<file path="config.mk">
export PLATFORM = sky130hd
export DESIGN_NAME = udma_hyper_trans_queue
export DESIGN_NICKNAME = d
export VERILOG_FILES = /design/src/rtl/udma_hyper_trans_queue.sv
export SDC_FILE = /design/constraint.sdc
export NUM_CORES = 1
export LEC_CHECK = 0
export ABC_AREA = 1
export BUFFER_PORTS_ARGS = -buffer_cell sky130_fd_sc_hd__buf_2
export CAP_MARGIN = 20
export CELL_PAD_IN_SITES_DETAIL_PLACEMENT = 0
export CELL_PAD_IN_SITES_GLOBAL_PLACEMENT = 2
export CORE_UTILIZATION = 44
export CTS_BUF_LIST = sky130_fd_sc_hd__clkbuf_2 sky130_fd_sc_hd__clkbuf_4 sky130_fd_sc_hd__clkbuf_8
export DETAILED_ROUTE_END_ITERATION = 8
export MAX_ROUTING_LAYER = met4
export PLACE_DENSITY = 0.88
export SYNTH_ARGS = -nofsm -noshare
export SYNTH_HDL_FRONTEND = slang
export SYNTH_SLANG_ARGS = --single-unit
</file>
<file path="constraint.sdc">
create_clock -name clk_i -period 14 [get_ports clk_i]
set_input_delay 0.7 -clock clk_i [delete_from_list [all_inputs] [get_ports clk_i]]
set_output_delay 0.7 -clock clk_i [all_outputs]
set_load 0.05 [all_outputs]
</file>
<file path="src/rtl/udma_hyper_trans_queue.sv">
// rtl/udma_hyper_trans_queue.sv - transaction snapshot FIFO between hyperbus register interface and controller
// Optional same-cycle fall-through from an empty, idle queue: define HYPER_TRANSQ_FALLTHROUGH_EN.

module udma_hyper_trans_queue #(
   parameter int L2_AWIDTH_NOAL = 12,
   parameter int TRANS_SIZE     = 16,
   parameter int MAX_NB_TRAN    = 8,
   parameter int DEPTH          = 4
) (
   input  logic                      clk_i,
   input  logic                      rst_ni,

   input  logic                      trans_valid_i,
   output logic                      trans_ready_o,
   input  logic                      cfg_rw_i,
   input  logic                      cfg_addr_space_i,
   input  logic                      cfg_burst_type_i,
   input  logic [31:0]               cfg_hyper_addr_i,
   input  logic [15:0]               cfg_hyper_intreg_i,
   input  logic [L2_AWIDTH_NOAL-1:0] cfg_rx_startaddr_i,
   input  logic [L2_AWIDTH_NOAL-1:0] cfg_tx_startaddr_i,
   input  logic [TRANS_SIZE-1:0]     cfg_rx_size_i,
   input  logic [TRANS_SIZE-1:0]     cfg_tx_size_i,
   input  logic                      cfg_twd_ext_act_i,
   input  logic                      cfg_twd_l2_act_i,
   input  logic [TRANS_SIZE-1:0]     cfg_twd_ext_count_i,
   input  logic [TRANS_SIZE-1:0]     cfg_twd_ext_stride_i,
   input  logic [TRANS_SIZE-1:0]     cfg_twd_l2_count_i,
   input  logic [TRANS_SIZE-1:0]     cfg_twd_l2_stride_i,

   output logic                      out_valid_o,
   input  logic                      out_ready_i,
   output logic                      out_rw_o,
   output logic                      out_addr_space_o,
   output logic                      out_burst_type_o,
   output logic [31:0]               out_hyper_addr_o,
   output logic [15:0]               out_hyper_intreg_o,
   output logic [L2_AWIDTH_NOAL-1:0] out_l2_addr_o,
   output logic [TRANS_SIZE-1:0]     out_size_o,
   output logic                      out_twd_ext_act_o,
   output logic                      out_twd_l2_act_o,
   output logic [TRANS_SIZE-1:0]     out_twd_ext_count_o,
   output logic [TRANS_SIZE-1:0]     out_twd_ext_stride_o,
   output logic [TRANS_SIZE-1:0]     out_twd_l2_count_o,
   output logic [TRANS_SIZE-1:0]     out_twd_l2_stride_o,

   input  logic                      trans_done_i,
   output logic [MAX_NB_TRAN:0]      nb_trans_waiting_o,
   output logic                      busy_o
);

   localparam int AW  = $clog2(DEPTH);
   localparam int CW  = AW + 1;
   localparam int NBW = MAX_NB_TRAN + 1;

   // One stored snapshot; RX/TX address and size are already resolved by rw.
   typedef struct packed {
      logic                      rw;
      logic                      addr_space;
      logic                      burst_type;
      logic [31:0]               hyper_addr;
      logic [15:0]               hyper_intreg;
      logic [L2_AWIDTH_NOAL-1:0] l2_addr;
      logic [TRANS_SIZE-1:0]     size;
      logic                      twd_ext_act;
      logic                      twd_l2_act;
      logic [TRANS_SIZE-1:0]     twd_ext_count;
      logic [TRANS_SIZE-1:0]     twd_ext_stride;
      logic [TRANS_SIZE-1:0]     twd_l2_count;
      logic [TRANS_SIZE-1:0]     twd_l2_stride;
   } entry_t;

   entry_t          mem [DEPTH];
   logic [AW-1:0]   wr_ptr;
   logic [AW-1:0]   rd_ptr;
   logic [CW-1:0]   count;
   logic            active;

   entry_t          in_entry;
   entry_t          head_entry;
   entry_t          out_entry;
   logic            fifo_nonempty;
   logic            fifo_full;
   logic            bypass;
   logic            handshake;
   logic            push;
   logic            pop;

   // Build the snapshot from the register interface, selecting RX or TX side now.
   always_comb begin
      in_entry                = '0;
      in_entry.rw             = cfg_rw_i;
      in_entry.addr_space     = cfg_addr_space_i;
      in_entry.burst_type     = cfg_burst_type_i;
      in_entry.hyper_addr     = cfg_hyper_addr_i;
      in_entry.hyper_intreg   = cfg_hyper_intreg_i;
      in_entry.l2_addr        = cfg_rw_i ? cfg_rx_startaddr_i : cfg_tx_startaddr_i;
      in_entry.size           = cfg_rw_i ? cfg_rx_size_i : cfg_tx_size_i;
      in_entry.twd_ext_act    = cfg_twd_ext_act_i;
      in_entry.twd_l2_act     = cfg_twd_l2_act_i;
      in_entry.twd_ext_count  = cfg_twd_ext_count_i;
      in_entry.twd_ext_stride = cfg_twd_ext_stride_i;
      in_entry.twd_l2_count   = cfg_twd_l2_count_i;
      in_entry.twd_l2_stride  = cfg_twd_l2_stride_i;
   end

   assign head_entry    = mem[rd_ptr];
   assign fifo_nonempty = (count != '0);
   assign fifo_full     = (count == CW'(DEPTH));

`ifdef HYPER_TRANSQ_FALLTHROUGH_EN
   // Empty and idle: the incoming snapshot is offered directly in the same cycle.
   assign bypass = ~fifo_nonempty & ~active & trans_valid_i;
`else
   assign bypass = 1'b0;
`endif

   assign out_valid_o = (fifo_nonempty & ~active) | bypass;
   assign out_entry   = bypass ? in_entry : head_entry;
   assign handshake   = out_valid_o & out_ready_i;

   // A bypassed entry that is accepted immediately never touches storage.
   assign pop  = handshake & ~bypass;
   assign push = trans_valid_i & ~fifo_full & ~(bypass & out_ready_i);

   assign trans_ready_o      = ~fifo_full;
   assign busy_o             = fifo_nonempty | active;
   assign nb_trans_waiting_o = NBW'(count);

   assign out_rw_o             = out_entry.rw;
   assign out_addr_space_o     = out_entry.addr_space;
   assign out_burst_type_o     = out_entry.burst_type;
   assign out_hyper_addr_o     = out_entry.hyper_addr;
   assign out_hyper_intreg_o   = out_entry.hyper_intreg;
   assign out_l2_addr_o        = out_entry.l2_addr;
   assign out_size_o           = out_entry.size;
   assign out_twd_ext_act_o    = out_entry.twd_ext_act;
   assign out_twd_l2_act_o     = out_entry.twd_l2_act;
   assign out_twd_ext_count_o  = out_entry.twd_ext_count;
   assign out_twd_ext_stride_o = out_entry.twd_ext_stride;
   assign out_twd_l2_count_o   = out_entry.twd_l2_count;
   assign out_twd_l2_stride_o  = out_entry.twd_l2_stride;

   // Snapshot storage is written on push only and deliberately has no reset.
   always_ff @(posedge clk_i) begin
      if (push) begin
         mem[wr_ptr] <= in_entry;
      end
   end

   // Pointers wrap naturally; occupancy tracks push/pop, unchanged when both occur.
   always_ff @(posedge clk_i or negedge rst_ni) begin
      if (!rst_ni) begin
         wr_ptr <= '0;
         rd_ptr <= '0;
         count  <= '0;
      end else begin
         if (push) begin
            wr_ptr <= wr_ptr + 1'b1;
         end
         if (pop) begin
            rd_ptr <= rd_ptr + 1'b1;
         end
         case ({push, pop})
            2'b10:   count <= count + 1'b1;
            2'b01:   count <= count - 1'b1;
            default: count <= count;
         endcase
      end
   end

   // One transaction outstanding: set on acceptance, cleared by the completion pulse.
   always_ff @(posedge clk_i or negedge rst_ni) begin
      if (!rst_ni) begin
         active <= 1'b0;
      end else if (handshake) begin
         active <= 1'b1;
      end else if (trans_done_i) begin
         active <= 1'b0;
      end
   end

endmodule

</file>
After elaboration in Yosys (flattened, before gate mapping) --
Memories as Yosys holds them, arrays and structs flattened. Index checks and enable logic that the tools add are counted.
Word-level totals: flip-flop bits (word level) 8, RAM bits 580, input bits 178, logic and storage cells 28, memories 1
Cells by class: $add $sub $neg 4, equality and inequality tests 3, muxes and demuxes 7, bitwise gates (word level) 6, reductions and logical operators 3
Memories:
- mem | depth 4, width 145, read ports 1, clocked after Yosys merged registers in 0, write ports 1, RTL line 73 | entry_t mem [DEPTH];
Operators by type and width (number):
- $mux W16 | 1
- $mux W12 | 1
- $pmux W3 S2 | 1
- $add A2 B1 Y2 const B | 2
- $mux W1 | 4
- $reduce_bool A2 Y1 | 2
- $add A3 B1 Y3 const B | 1
- $and A1 B1 Y1 | 3
- $eq A3 B3 Y1 const B | 1
- $reduce_bool A3 Y1 | 1
- $sub A3 B1 Y3 const B | 1
- $eq A2 B1 Y1 const B | 1
- $eq A2 B2 Y1 const B | 1
- $not A1 Y1 | 2
- $or A1 B1 Y1 | 1

Longest topological paths before layout --
Gate-level depths: netlist (run 1).
word-level depth 5, depth in mapped cells 12, depth with buffers taken out 12

Worst setup path after synthesis (run 1) --
Ideal clock, no wire load.
path type reg2reg, from register count[0], to memory mem[0][0] in the netlist's numbering, enable pin, library setup time 652 ps, arrival 7549 ps, data required time 13348 ps, setup slack 5799 ps, cell stages (with the launch flop) 5, period minus slack after synthesis 8201 ps, cells stage by stage dfrtp_1 -> nor2_1 -> nand2_1 -> nand2_1 -> nor2_1
Between the ends: cells in the longest elaborated chain, start to end 5
RTL lines:
- from (decl) | RTL line 76 | logic [CW-1:0] count;
- from (signal assigned) | RTL line 165 | 2'b10: count <= count + 1'b1;
- from (signal assigned) | RTL line 166 | 2'b01: count <= count - 1'b1;
- from (signal assigned) | RTL line 167 | default: count <= count;
- $eq A3 B3 Y1 | RTL line 109 | assign fifo_full = (count == CW'(DEPTH));
- $not A1 Y1
- via trans_ready_o | RTL line 14 | output logic trans_ready_o,
- $and A1 B1 Y1 | RTL line 124 | assign push = trans_valid_i & ~fifo_full & ~(bypass & out_ready_i);
- $mux W1 | RTL line 146 | if (push) begin
- $mux W1 (not written as such) | RTL line 147 | mem[wr_ptr] <= in_entry;
- to (decl) | RTL line 73
The timed path passes the listed nets, and every way through them passes these cells.

Worst setup path after layout (run 1) --
from register rd_ptr[0], to output port out_twd_ext_count_o[1]
Between the ends: cells in the longest elaborated chain, start to end 1
RTL lines:
- from (decl) | RTL line 75 | logic [AW-1:0] rd_ptr;
- from (signal assigned) | RTL line 162 | rd_ptr <= rd_ptr + 1'b1;
- $mem_v2 Z4 W145
- to (decl) | RTL line 42 | output logic [TRANS_SIZE-1:0] out_twd_ext_count_o,
Every way passes these cells.

==> impl_results.md, run 1 <==
* Placement Setup Slack at ~9.8 ns
* Core Footprint at approximately 0.051 mm²
* Unique cell type count in the Yosys netlist at 22
* Sequential power share at roughly 37%
* Startpoint Class: flip-flop
* Max-slew violations at 0
* DRC Markers at 0
* Cell at the root of the clock tree: clkbuf_8
* Minimum clock period at 4.85 ns
* Peak supply drop at 0.152 mV
* Crit path max fanout at between 150 and 200
* Hpwl dp at 26.7 mm
* Dpl cells at 2,567
* Yosys reg bits at about 590
* Tcrit/Tclk final at 34.6%
* Hold WC Path Type: input pin to flip-flop
* Largest stage delay, worst path at between 0.9 and 1 ns
* Clock Power Share at slightly above 20%
* Final instance area at ~0.027 mm²
* Max Clock Skew at around 0.015 ns
* Layout cells sized above 1 at approximately 25%
* Status: finished clean
* Cell mode on critical path: o21ai_0
* Slew HR at roughly 28%
* Setup bufs post-CTS at 0
* # IOs at roughly 340
* Final cell count without fillers at about 2,700
* Critical path type: flip-flop to output port
* Unrepaired setup endpoints after global routing: no
* Power density over the cells at ~250 mW/mm²
* Initial Util at 45.0%
* Final ANT Viol Nets at 0
* Clock Pin Slew Worst Setup and Hold Paths at ~0.060 ns
* Hold_ws at about 0.25 ns
* Area growth, synth to finish at 16.4%
* Fillers at 4,214
* Buf/Inv on CP at 3
* Net Sw Frac at between 40% and 50%
* Initial drt markers at roughly 860
* Fmax at 206 MHz
* Total power at 6.59 mW
* Port buffer count at between 300 and 400
* Core Rows at between 80 and 90
* Cell internal pwr at about 3.6 mW
* Synthesized instance count at roughly 1,700
* Clock latency at the later pin of the worst-skew pair at about 0.64 ns
* Crit-path cells: inv_8 > buf_4 > o21ai_0 > o21ai_0 > buf_2
* # hold bufs at CTS at 1
* Longest Clk Path Bufs at 3
* Slowest-stage cell, CP: buf_4
* Initial antenna violation count at 9
* Critical path endpoint category: output port
* Die area at between 0.05 and 0.06 mm²
* Cell area after synthesis at roughly 0.023 mm²
* Max-Cap Viols at 0
* First-pass DRT Iterations at 5
* Clock Sink Count at 588
* Vias per cell at 5.00
* Gp weighted congestion at ~0.77
* Power share of the combinational group at 42.8%
* YS warnings at 0
* Final setup viols at 0
* H-tree depth at 3
* Final Hold Vio Count at 0
* GRT Resource Usage Total at about a fifth
* Resized cells post-CTS at 0
* Most common cell after layout, fill and taps aside: edfxtp_1
* Worst endpoint required time at ~13 ns
* Final setup margin at between 9 and 10 ns
* Slew of the pin with the lowest slew margin at roughly 1.1 ns
* Sequential area share after synthesis at between 70 and 80%
* Vias in the first global route at between 10,000 and 15,000
* Most frequent cells in the layout: 580 x edfxtp_1, 436 x nor2_1, 328 x buf_2, 226 x o21ai_1, 211 x o21ai_0
* Pleak at 9.42 nW
* Dpl cell area at about 0.025 mm²
* Die Wd at 229 µm
* Drt wl/cell at roughly 18 µm
* Avg Cell Area, Syn at between 10 and 15 µm²
* CP delay by family, top: buffers and inverters
* CTS Buf Count at ~90
* GRT Residual Overflow at 0
* CTS tree: yes
* Via Count at about 14,000
* Worst Path Arrival at slightly above 4 ns
* First-pass GRT wire length at about 74 mm
* Setup TNS at 0 ns
* Nets at roughly 2,200
* Utilization after layout at a little over half
* Routed wire length at 48.2 mm
* Largest net degree at the start of global routing at 187
* Sw Pwr at approximately 3.0 mW
* Die span in y at 229 µm
[sequential cells by signal, summed over array words and instances (netlist names)]
name    flops
wr_ptr      2
mem       580
count       3
active      1
rd_ptr      2
[synth_stat cells]
cell type,count,area (µm²)
inv_2,1,3.75
inv_1,16,60.1
nand2_1,18,67.6
buf_4,8,60.1
inv_4,1,6.26
edfxtp_1,580,17400
clkbuf_1,30,113
ha_1,5,62.6
o21ai_1,226,1130
buf_12,1,20.0
buf_8,9,135
conb_1,1,3.75
mux2_2,28,315
nand4_1,3,18.8
buf_2,43,215
dfrtp_1,8,200
fa_1,1,20.0
nor2_1,440,1650
xnor2_1,1,8.76
o21ai_0,211,1060
nand3_1,6,30.0
buf_6,15,169
[final timing paths]
check	from	endpoint	slack [ns]	cells after the start
worst min-delay path	trans_done_i	active$_DFFE_PN0P_	0.25	2
worst max register to register	count[0]$_DFFE_PN0P_	mem[1][79]$_DFFE_PP_	10.98	6
worst max-delay path	rd_ptr[0]$_DFFE_PN0P_	out_twd_ext_count_o[1]	9.15	5
worst min register to register	count[2]$_DFFE_PN0P_	count[2]$_DFFE_PN0P_	0.53	2
max in group asynchronous	rst_ni	rd_ptr[0]$_DFFE_PN0P_	13.34	2
min in group asynchronous	rst_ni	wr_ptr[0]$_DFFE_PN0P_	0.45	2
[logic make-up after synthesis]
logic type / share of synthesized area [%]
compound gates: 9.61
xor+xnor: 0.0385
fa+ha+maj: 0.363
buf+inv: 3.44
flops: 77.4
mux: 1.39
other cells: 0.0165
simple gates: 7.77
[final cells by class]
class	count	area [µm²]	share of cell area, %
Antenna cell	7	17.5	0.0661
Multi-Input combinational cell	945	4410	16.7
Clock buffer	123	1540	5.80
Tap cell	672	841	3.17
Sequential cell	588	17600	66.5
Timing Repair Buffer	345	1780	6.73
Clock inverter	41	204	0.770
Inverter	18	82.6	0.312
[power by group through the flow]
stage,Clock (mW),Combinational [mW],Sequential (mW)
after floorplan,0,2.24,2.50
after global placement,0,2.84,2.44
after detailed placement,0,2.87,2.45
after CTS,1.39,2.87,2.42
after global routing,1.47,3.05,2.45
final,1.35,2.82,2.42
[routing by layer]
metal / wire length, µm / track usage, %
met5: 0 / -
met4: 974 / 6.65
met3: 3480 / 5.33
met2: 23800 / 31.1
met1: 19900 / 22.3
No activity file was read; power rests on OpenSTA's default activity.
==> run 2: changes to the inputs <==
- CORE_UTILIZATION: 44 -> 41
- PLACE_DENSITY: 0.88 -> 0.83
- clock period: 14 -> 4.55 ns (I/O delays scaled with it)
==> impl_results.md, run 2 (synthesized netlist as in run 1, its figures left out) <==
* Crit path to: out_twd_l2_stride_o[8]
* Status: finished clean
* Slew of the pin with the lowest slew margin at 0.986 ns (-0.0930 ns)
* Via Count at 14,529 (+6.2%)
* Clock Pin Slew Worst Setup and Hold Paths at 0.06 ns (about the same)
* Biggest register: mem
* Initial drt markers at 779 (-8.9%)
* Initial Util at 41.9% (-3.1 points)
* Die Wd at 238 µm (+3.6%)
* Vias per cell at 4.85 (-2.9%)
* Setup bufs post-CTS at 0 (unchanged)
* Sw Pwr at 9.33 mW (+210%)
* Reg2Reg Depth at 5 (-1)
* CTS tree: yes
* Final ANT Viol Nets at 0 (unchanged)
* Slew HR at 34.3% (+6.2 points)
* Drt wl/cell at 17.1 µm (-2.8%)
* Reg-to-reg endpoint: mem[3][14]$_DFFE_PP_
* Final setup viols at 0 (unchanged)
* Area growth, synth to finish at 25.7%
* Placement Setup Slack at 1.60 ns (-8.22 ns)
* Hpwl dp at 27.4 mm (+2.5%)
* Utilization after layout at 52.7% (+0.26 points)
* Routing usage on met1 at 23.0% (+0.64 points)
* Minimum clock period at 3.61 ns
* Die span in y at 238 µm (+3.6%)
* Tcrit/Tclk final at between 70% and 80%
* Critical path type: flip-flop to output port
* Max-slew violations at 0 (unchanged)
* # IOs at 335 (unchanged)
* Peak supply drop at 0.417 mV (+180%)
* Core Rows at 85 (+3.7%)
* Core Footprint at 0.0543 mm² (+7.4%)
* Fillers at 4,612 (+9.4%)
* Port buffer count at 328 (unchanged)
* Worst Path Arrival at 3.38 ns (-0.77 ns)
* Worst endpoint required time at 4.32 ns (-8.98 ns)
* Clock Power Share at 21.4% (+0.9 points)
* First-pass GRT wire length at 79.6 mm (+7.1%)
* GRT Resource Usage Total at 18.8% (-0.13 points)
* Nets at 2,363 (+8.7%)
* Power share of the combinational group at 42.9% (about the same)
* CTS Buf Count at 98 (+6.5%)
* Max-Cap Viols at 0 (unchanged)
* Flop-to-flop setup slack at 1.91 ns (-9.07 ns)
* Largest net degree at the start of global routing at 153 (-18%)
* Critical path endpoint category: output port
* DRC Markers at 0 (unchanged)
* Clock latency at the later pin of the worst-skew pair at 0.68 ns (+0.04 ns)
* Startpoint Class: flip-flop
* Most frequent cells in the layout: 580 x edfxtp_1, 436 x nor2_1, 328 x buf_2, 226 x o21ai_1, 211 x o21ai_0
* Power density over the cells at 730 mW/mm² (+190%)
* Crit path max fanout at 152 (-18%)
* Sequential power share at 35.7% (-1.0 points)
* Unrepaired setup endpoints after global routing: no
* GRT Residual Overflow at 0 (unchanged)
* H-tree depth at 3 (unchanged)
* Net Sw Frac at 44.7% (-0.36 points)
* Hold WC Path Type: input pin to flip-flop
* Most common cell after layout, fill and taps aside: edfxtp_1
* Reg-to-Reg Start: count[0]$_DFFE_PN0P_
* Initial antenna violation count at 2 (-7)
* Die area at 0.0565 mm² (+7.3%)
* M3 GR Usage at 4.44% (-0.89 points)
* Largest regs: mem x580, count x3
* Longest Clk Path Bufs at 3 (unchanged)
* Global route hottest layer: met2
* Max reg flops at 580 (unchanged)
* Cell at the root of the clock tree: clkbuf_8
* Routed wire length at 51.2 mm (+6.3%)
* Final setup margin at 0.944 ns (-8.21 ns)
* Pleak at 10.3 nW (+9.0%)
* Cell internal pwr at 11.5 mW (+220%)
* Final Hold Vio Count at 0 (unchanged)
* Layout cells sized above 1 at 23.5% (-1.6 points)
* Gp weighted congestion at 0.751 (-2.2%)
* Worst Setup SP: rd_ptr[0]$_DFFE_PN0P_
* First-pass DRT Iterations at 5 (unchanged)
* Fmax at roughly 280 MHz
* Vias in the first global route at 14,587 (+9.1%)
* Max Clock Skew at 0.0146 ns (-0.000745 ns)
* Clock Sink Count at 588 (unchanged)
* Met2 Use GR at 30.9% (-0.20 points)
==> run 2: worst min-delay path by stage <==
stage / start / endpoint / slack (ns) / cells past startpoint
4_1_cts: cfg_rw_i / mem[2][144]$_DFFE_PP_ / 0.12 / 1
3_3_place_gp: rst_ni / count[2]$_DFFE_PN0P_ / 0.09 / 1
5_1_grt: cfg_rw_i / mem[2][144]$_DFFE_PP_ / 0.16 / 1
2_1_floorplan: rst_ni / active$_DFFE_PN0P_ / -0.07 / 0
6_report: cfg_rw_i / mem[2][144]$_DFFE_PP_ / 0.18 / 1
3_5_place_dp: rst_ni / count[2]$_DFFE_PN0P_ / 0.09 / 1
==> run 2: timing repair <==
item                                   4_1_cts  5_1_grt
hold buffers                               178        0
endpoints found under the hold margin      589        0
gates resized for setup                      0        0
setup endpoints to repair                    0        0
==> run 2: per-layer routing <==
metal / wire [µm] / up-vias
li1: - / 7056
met1: 21800 / 7035
met2: 25300 / 371
met3: 3160 / 67
met4: 870 / 0
met5: 0 / -
==> run 2: cell type report <==
| class | instances | area, µm² | share of cell area (%) |
|---|---|---|---|
| multi-input cells | 945 | 4410 | 15.4 |
| clock buffers | 126 | 1570 | 5.47 |
| clock inverters | 48 | 327 | 1.14 |
| diodes | 2 | 5.00 | 0.0175 |
| well taps | 739 | 925 | 3.23 |
| flip-flops and latches | 588 | 17600 | 61.6 |
| inverters | 18 | 82.6 | 0.289 |
| repair buffers | 528 | 3680 | 12.8 |
==> run 2: per-stage QoR <==
| step | TNS [ns] | hold slack, ns | cell area (µm²) | cells | total power, mW |
|---|---|---|---|---|---|
| finish | 0 | 0.176 | 28600 | 2994 | 20.9 |
| global route | 0 | 0.164 | 28600 | 2994 | 22.0 |
| CTS | 0 | 0.116 | 28600 | 2992 | 21.1 |
| detailed placement | 0 | 0.0881 | 24900 | 2640 | 16.5 |
| global placement | 0 | 0.0902 | 24900 | 2640 | 16.4 |
| floorplan | -725.86 | -0.0681 | 22800 | 1657 | 14.5 |
==> run 2: critical path, cell delays in order (launching register included) <==
cell	delay, ns
dfrtp_4	0.78
inv_8	0.75
buf_4	0.42
o21ai_0	0.11
o21ai_0	0.27
buf_2	0.31
==> run 2: power by group through the flow <==
stage	clock network [mW]	logic (mW)	registers (mW)
after detailed placement	0	8.94	7.56
after floorplan	0	6.90	7.59
after global routing	4.83	9.65	7.54
final	4.48	8.95	7.45
after CTS	4.60	9.09	7.46
after global placement	0	8.88	7.53
